===== src/rtl/blinky_pwm.sv =====
// blinky_pwm: multi-channel LED pattern generator (off/on/blink/breathe) with shared PWM.
module blinky_pwm #(
    parameter int CLK_HZ   = 48000000,
    parameter int TICK_HZ  = 1000,
    parameter int CHANNELS = 3,
    parameter int PWM_BITS = 8
) (
    input  logic                CLK_48,
    input  logic                RST,
    input  logic                CFG_WE,
    input  logic [3:0]          CFG_CH,
    input  logic [1:0]          CFG_MODE,
    input  logic [PWM_BITS-1:0] CFG_LEVEL,
    input  logic [15:0]         CFG_PERIOD,
    output logic                CFG_ACK,
    output logic                CFG_ERR,
    output logic [CHANNELS-1:0] LED_N,
    output logic                TICK
);
    localparam int DIV = CLK_HZ / TICK_HZ;
    localparam int PW = (DIV > 2) ? $clog2(DIV) : 1;
    localparam logic [1:0] M_OFF = 2'd0;
    localparam logic [1:0] M_ON = 2'd1;
    localparam logic [1:0] M_BLINK = 2'd2;
    localparam logic [1:0] M_BREATHE = 2'd3;

    logic [PW-1:0]       pre;
    logic [PWM_BITS-1:0] pwm;
    logic [1:0]          mode   [CHANNELS];
    logic [PWM_BITS-1:0] level  [CHANNELS];
    logic [PWM_BITS-1:0] b      [CHANNELS];
    logic [PWM_BITS-1:0] duty   [CHANNELS];
    logic [15:0]         period [CHANNELS];
    logic [15:0]         phase  [CHANNELS];
    logic [15:0]         p_eff  [CHANNELS];
    logic [CHANNELS-1:0] down;
    logic [CHANNELS-1:0] wrap;
    logic [CHANNELS-1:0] lit;

    assign TICK = pre == PW'(DIV - 1);

    always_comb begin
        wrap = '0;
        lit = '0;
        p_eff = '{default: '0};
        duty = '{default: '0};
        for (int i = 0; i < CHANNELS; i++) begin
            p_eff[i] = period[i] == 16'd0 ? 16'd1 : period[i];
            wrap[i] = phase[i] == p_eff[i] - 16'd1;
            // Blink is lit for the first half of the period, rounded up.
            duty[i] = mode[i] == M_ON ? level[i] :
                      mode[i] == M_BLINK ? (({1'b0, phase[i]} < (({1'b0, p_eff[i]} + 17'd1) >> 1)) ? level[i] : '0) :
                      mode[i] == M_BREATHE ? b[i] : '0;
            lit[i] = pwm < duty[i];
        end
    end

    always_ff @(posedge CLK_48) begin
        if (RST) begin
            pre <= '0;
            pwm <= '0;
            CFG_ACK <= 1'b0;
            CFG_ERR <= 1'b0;
            LED_N <= '1;
            down <= '0;
            for (int i = 0; i < CHANNELS; i++) begin
                mode[i] <= M_OFF;
                level[i] <= '0;
                period[i] <= '0;
                phase[i] <= '0;
                b[i] <= '0;
            end
        end else begin
            pre <= TICK ? '0 : pre + 1'b1;
            pwm <= pwm + 1'b1;
            CFG_ACK <= CFG_WE;
            CFG_ERR <= CFG_WE && (int'(CFG_CH) >= CHANNELS);
            LED_N <= ~lit;
            for (int i = 0; i < CHANNELS; i++) begin
                if (CFG_WE && CFG_CH == 4'(i)) begin
                    mode[i] <= CFG_MODE;
                    level[i] <= CFG_LEVEL;
                    period[i] <= CFG_PERIOD;
                    phase[i] <= '0;
                    b[i] <= '0;
                    down[i] <= 1'b0;
                end else if (TICK) begin
                    phase[i] <= wrap[i] ? '0 : phase[i] + 16'd1;
                    if (wrap[i] && mode[i] == M_BREATHE && level[i] != '0) begin
                        b[i] <= down[i] ? b[i] - 1'b1 : b[i] + 1'b1;
                        if (down[i] ? b[i] == PWM_BITS'(1) : b[i] + 1'b1 == level[i])
                            down[i] <= ~down[i];
                    end
                end
            end
        end
    end
endmodule

===== config.mk =====
export PLATFORM = sky130hd
export DESIGN_NAME = blinky_pwm
export DESIGN_NICKNAME = d
export VERILOG_FILES = /design/src/rtl/blinky_pwm.sv
export SDC_FILE = /design/constraint.sdc
export NUM_CORES = 1
export LEC_CHECK = 0
export ABC_AREA = 1
export BUFFER_PORTS_ARGS = -buffer_cell sky130_fd_sc_hd__buf_4
export CAP_MARGIN = 5
export CORE_ASPECT_RATIO = 1.5
export CORE_MARGIN = 3
export CORE_UTILIZATION = 65
export DETAILED_ROUTE_END_ITERATION = 7
export GPL_TIMING_DRIVEN = 0
export MAX_ROUTING_LAYER = met4
export PLACE_DENSITY = 0.83
export SLEW_MARGIN = 20
export SYNTH_ARGS = -nofsm -noshare
export SYNTH_HDL_FRONTEND = slang
export SYNTH_SLANG_ARGS = --single-unit
export TNS_END_PERCENT = 30

===== constraint.sdc =====
create_clock -name CLK_48 -period 9.9 [get_ports CLK_48]
set_input_delay 0.99 -clock CLK_48 [delete_from_list [all_inputs] [get_ports CLK_48]]
set_output_delay 0.99 -clock CLK_48 [all_outputs]
set_load 0.02 [all_outputs]

==> metrics.md <==
| Metric | Value |
|---|---|
| Via count | around 12k |
| CP max-delay cell | edfxtp_1 |
| Beginning of the worst register-to-register path | period[0][32]$_DFFE_PP_ |
| Starting DRT DRC Count | 816 |
| Synthesized area per cell | 7.875 um^2 |
| DIE WIDTH | 123.6 um |
| Hold/Removal Path Class | flip-flop to flip-flop |
| Data required time of the critical path | about 10 ns |
| Setup-failing EPs final | 0 |
| CTS Hold Buffers Added | 0 |
| Remaining design rule violation count | 0 |
| VDD IR-drop max | 0.0001125 V |
| Num Clock Sinks | 182 |
| Post-Syn Area | approximately 13000 um^2 |
| Critical path buffers and inverters | 4 |
| Arrival time reported for the critical path endpoint | between 4 and 5 ns |
| GR Util All Layers | 30.47% |
| Sum of net half-perimeters after detailed placement | about 25 mm |
| Family with the most delay on the worst path | simple AND/OR/NAND/NOR gates |
| RSZ-0062 raised after global routing | no |
| Row count | 63 |
| Initial antenna violation count | 0 |
| Total placed instance area | ~14000 um^2 |
| Main combinational cell family by area after synthesis | simple AND/OR/NAND/NOR gates |
| Layout cells sized above 1 | 9.938% |
| Layout filler cell count | between 1.5k and 2k |
| Clock tree from TritonCTS | done |
| Total Routed Length | 32.29 mm |
| Routability Congestion | between 0.9 and 1 |
| Initial cell density of the core | approximately 67% |
| CTS HTree Levels | 4 |
| Achievable frequency | between 200 and 250 MHz |
| TritonCTS buffer count | 17 |
| Critical path capture point | LED_N[2]$_SDFF_PP1_ |
| Number of distinct library cells after synthesis | 58 |
| Count of flip-flops with a built-in enable after synthesis | 150 |
| Clk pin slew, worst setup/hold paths | 0.07 ns |
| Normalized max-slew margin | 29.49% |
| Post-route clock skew | around 0.0076 ns |
| Sort of element at the start of the critical path | flip-flop |
| Endpoint kind of the worst setup timing path | flip-flop |
| Source-to-sink clock delay at the later pin of the worst-skew pair | roughly 0.44 ns |
| Slack of the worst reg-to-reg path | approximately 5.3 ns |
| Number of hold violations in the final report | 0 |
| Final critical-path required period | 4.551 ns |
| Std-Cell Core Area | approximately 20000 um^2 |
| Wire length of the first global-routing pass | 52.83 mm |
| Delay of the slowest critical-path stage | roughly 0.48 ns |
| Status | completed |
| Post-route fraction of the period consumed by the critical path | between 40% and 50% |
| Final total negative setup slack | 0 ns |
| Sequential cell area fraction in the yosys report | roughly two fifths |
| Core Util, Final | 72.93% |
| Post-CTS setup-driven buffer insertion count | 0 |
| Total non-filler cell area in the finished layout | ~15000 um^2 |
| Compound-Gate Fraction of Synth Area | under 10% |
| Total gr overflow | 0 |
| Gate count of the mapped netlist | about 1.7k |
| Simple-gate share of the synthesized area | 28.44% |
| Reg2Reg Depth | 27 |
| Proportion of synthesized area in mux cells | 0% |
| Flip-flop and latch count after synthesis | approximately 180 |
| Number of ports placed on the die boundary | 39 |
| Number of vias per cell after detailed routing | ~5.7 |
| Warnings, synthesis | 0 |
| Remaining antenna violation count | 0 |
| R2R Path End | LED_N[2]$_SDFF_PP1_ |
| Slew @ Worst Pin | about 1.1 ns |
| Count of nets after finishing | ~1.9k |
| Setup crit start | period[0][32]$_DFFE_PP_ |
| Count of final max-slew check failures | 0 |
| Area Overhead vs Synth | 8.794% |
| Top_reg_cell synth | edfxtp_1 |
| Clock root cell | clkbuf_16 |
| Leakage Power | 6.385 nW |
| Type of the worst setup path | flip-flop to flip-flop |
| Total die area | about 23000 um^2 |
| Pwr/cell area | about 130 nW/um^2 |
| Net Count, Synth | 1827 |
| Input/output buffers | 38 |
| Highest net fanout along the worst path | 7 |
| Post-synthesis share of cell area spent on full adders, half adders and majority gates | under 10% |
| Levels on crit path | 27 |
| Max Cap Violations | 0 |
| Pin count of the biggest net entering global routing | 30 |
| Resized Gates After CTS | 0 |
| Total iterations of the first detailed-routing run | 6 |
| Number of global-route vias before repair | 11.51k |
| Per-cell routed wire length | 15.82 um |
| Max clock buf depth | 2 |
| Synth Area in XOR/XNOR | a little under 9% |
| Fraction of registers with async set or reset after synthesis | 0% |
| Number of antenna diodes | 0 |
| Die Y-Extent | 182.3 um |
## cells in the mapped netlist (3+ instances only)
cell type | n | area (um^2)
inv_2 | 12 | 45.04
clkbuf_1 | 16 | 60.06
nand2_1 | 348 | 1306
o31ai_1 | 17 | 127.6
a21oi_2 | 4 | 35.03
o22ai_1 | 9 | 56.30
edfxtp_1 | 150 | 4504
xnor2_1 | 31 | 271.5
nand4_1 | 33 | 206.5
nor2_2 | 29 | 181.4
o2111ai_1 | 3 | 26.28
nor2_4 | 5 | 56.30
ha_1 | 83 | 1039
o21ai_0 | 68 | 340.3
nor2_1 | 207 | 777.0
buf_6 | 3 | 33.78
inv_1 | 241 | 904.6
a211oi_1 | 3 | 22.52
nor3b_1 | 16 | 120.1
o221a_2 | 3 | 33.78
nand3b_1 | 7 | 52.55
nor3_1 | 34 | 170.2
nand3_2 | 6 | 60.06
o21a_1 | 6 | 45.04
or2_2 | 13 | 81.33
buf_2 | 5 | 25.02
nor3_2 | 6 | 60.06
nand2_2 | 10 | 62.56
nor4_1 | 15 | 93.84
xor2_1 | 98 | 858.3
a21oi_1 | 65 | 325.3
nand3_1 | 99 | 495.5
dfxtp_1 | 32 | 640.6
## power by group
group	leakage [nW]	switching [mW]	internal, mW
clock network	0.270	0.312	0.355
logic	4.42	0.192	0.120
registers	1.70	0.0575	0.872
## per-layer routing
metal / global-route usage (%) / part of all wire (%) / vias up
met4: 15.17 / 4.6 / 0
met3: 3.411 / 4.0 / 98
met1: 32.57 / 38 / 5406
met5: - / 0 / -
met2: 54.75 / 53 / 353
li1: - / - / 5782
## sequential cells by signal (all words and copies together) (netlist names), 3 cells and up
name,count
down,3
phase,48
pwm,8
b,24
period,48
mode,6
level,24
pre,16
LED_N,3
## cell families (layout without fill, tap and decap cells)
kind of cell,after synthesis,after routing
and+or+nand+nor,838,838
buffers and inverters,281,351
AOI/OAI and AO/OA,195,195
DFF,182,182
xor gates and xnor gates,132,132
adders and majority gates,83,83
## worst min-delay path by stage
stage | startpoint | to | slack [ns] | depth (start not counted)
5_1_grt | pre[0]$_SDFF_PP0_ | pre[0]$_SDFF_PP0_ | 0.47 | 1
3_3_place_gp | pre[0]$_SDFF_PP0_ | pre[0]$_SDFF_PP0_ | 0.43 | 1
2_1_floorplan | pre[0]$_SDFF_PP0_ | pre[0]$_SDFF_PP0_ | 0.42 | 1
4_1_cts | pre[0]$_SDFF_PP0_ | pre[0]$_SDFF_PP0_ | 0.47 | 1
6_report | pre[0]$_SDFF_PP0_ | pre[0]$_SDFF_PP0_ | 0.46 | 1
3_5_place_dp | pre[0]$_SDFF_PP0_ | pre[0]$_SDFF_PP0_ | 0.45 | 1
## per-stage QoR
step	worst slack [ns]	power, mW	cells	hold slack (ns)
global route	4.986	1.995	2041	0.4696
floorplan	6.153	1.160	1711	0.4176
detailed placement	5.463	1.251	2009	0.4504
global placement	5.553	1.239	2009	0.4326
finish	5.349	1.908	2041	0.4632
CTS	5.405	1.913	2041	0.4654
## final cells by class
cell class                 instances  area [um^2]  area share (%)
buffer                            26        131.4          0.8962
clock buffer                      19        432.9           2.953
clock inverter                    13        136.4          0.9304
inverter                         255        957.2           6.530
multi-input combinational       1248         7246           49.43
sequential                       182         5145           35.10
tap                              260        325.3           2.219
timing repair buffer              38        285.3           1.946
## cell usage in the layout (no fill, tap or decap), drive strengths merged, types with 2 or more instances in the layout
cell and n:
nand2 358, clkinvlp 3, o221a 3, a2111oi 3, inv 260, edfxtp 150, or2 15, dfxtp 32
o21ai 69, nor3 40, nor2 241, o211ai 4, o221ai 2, nand3b 7, xor2 99, nand4 35
xnor2 31, o2111ai 3, nand3 105, o31ai 17, o22ai 9, clkbuf 36, o21bai 2, ha 83
a21oi 69, xnor3 2, a211oi 3, buf 47, nor4 17, clkinv 4, o21a 6, nor3b 18
Power figures use the tool's default switching activity.
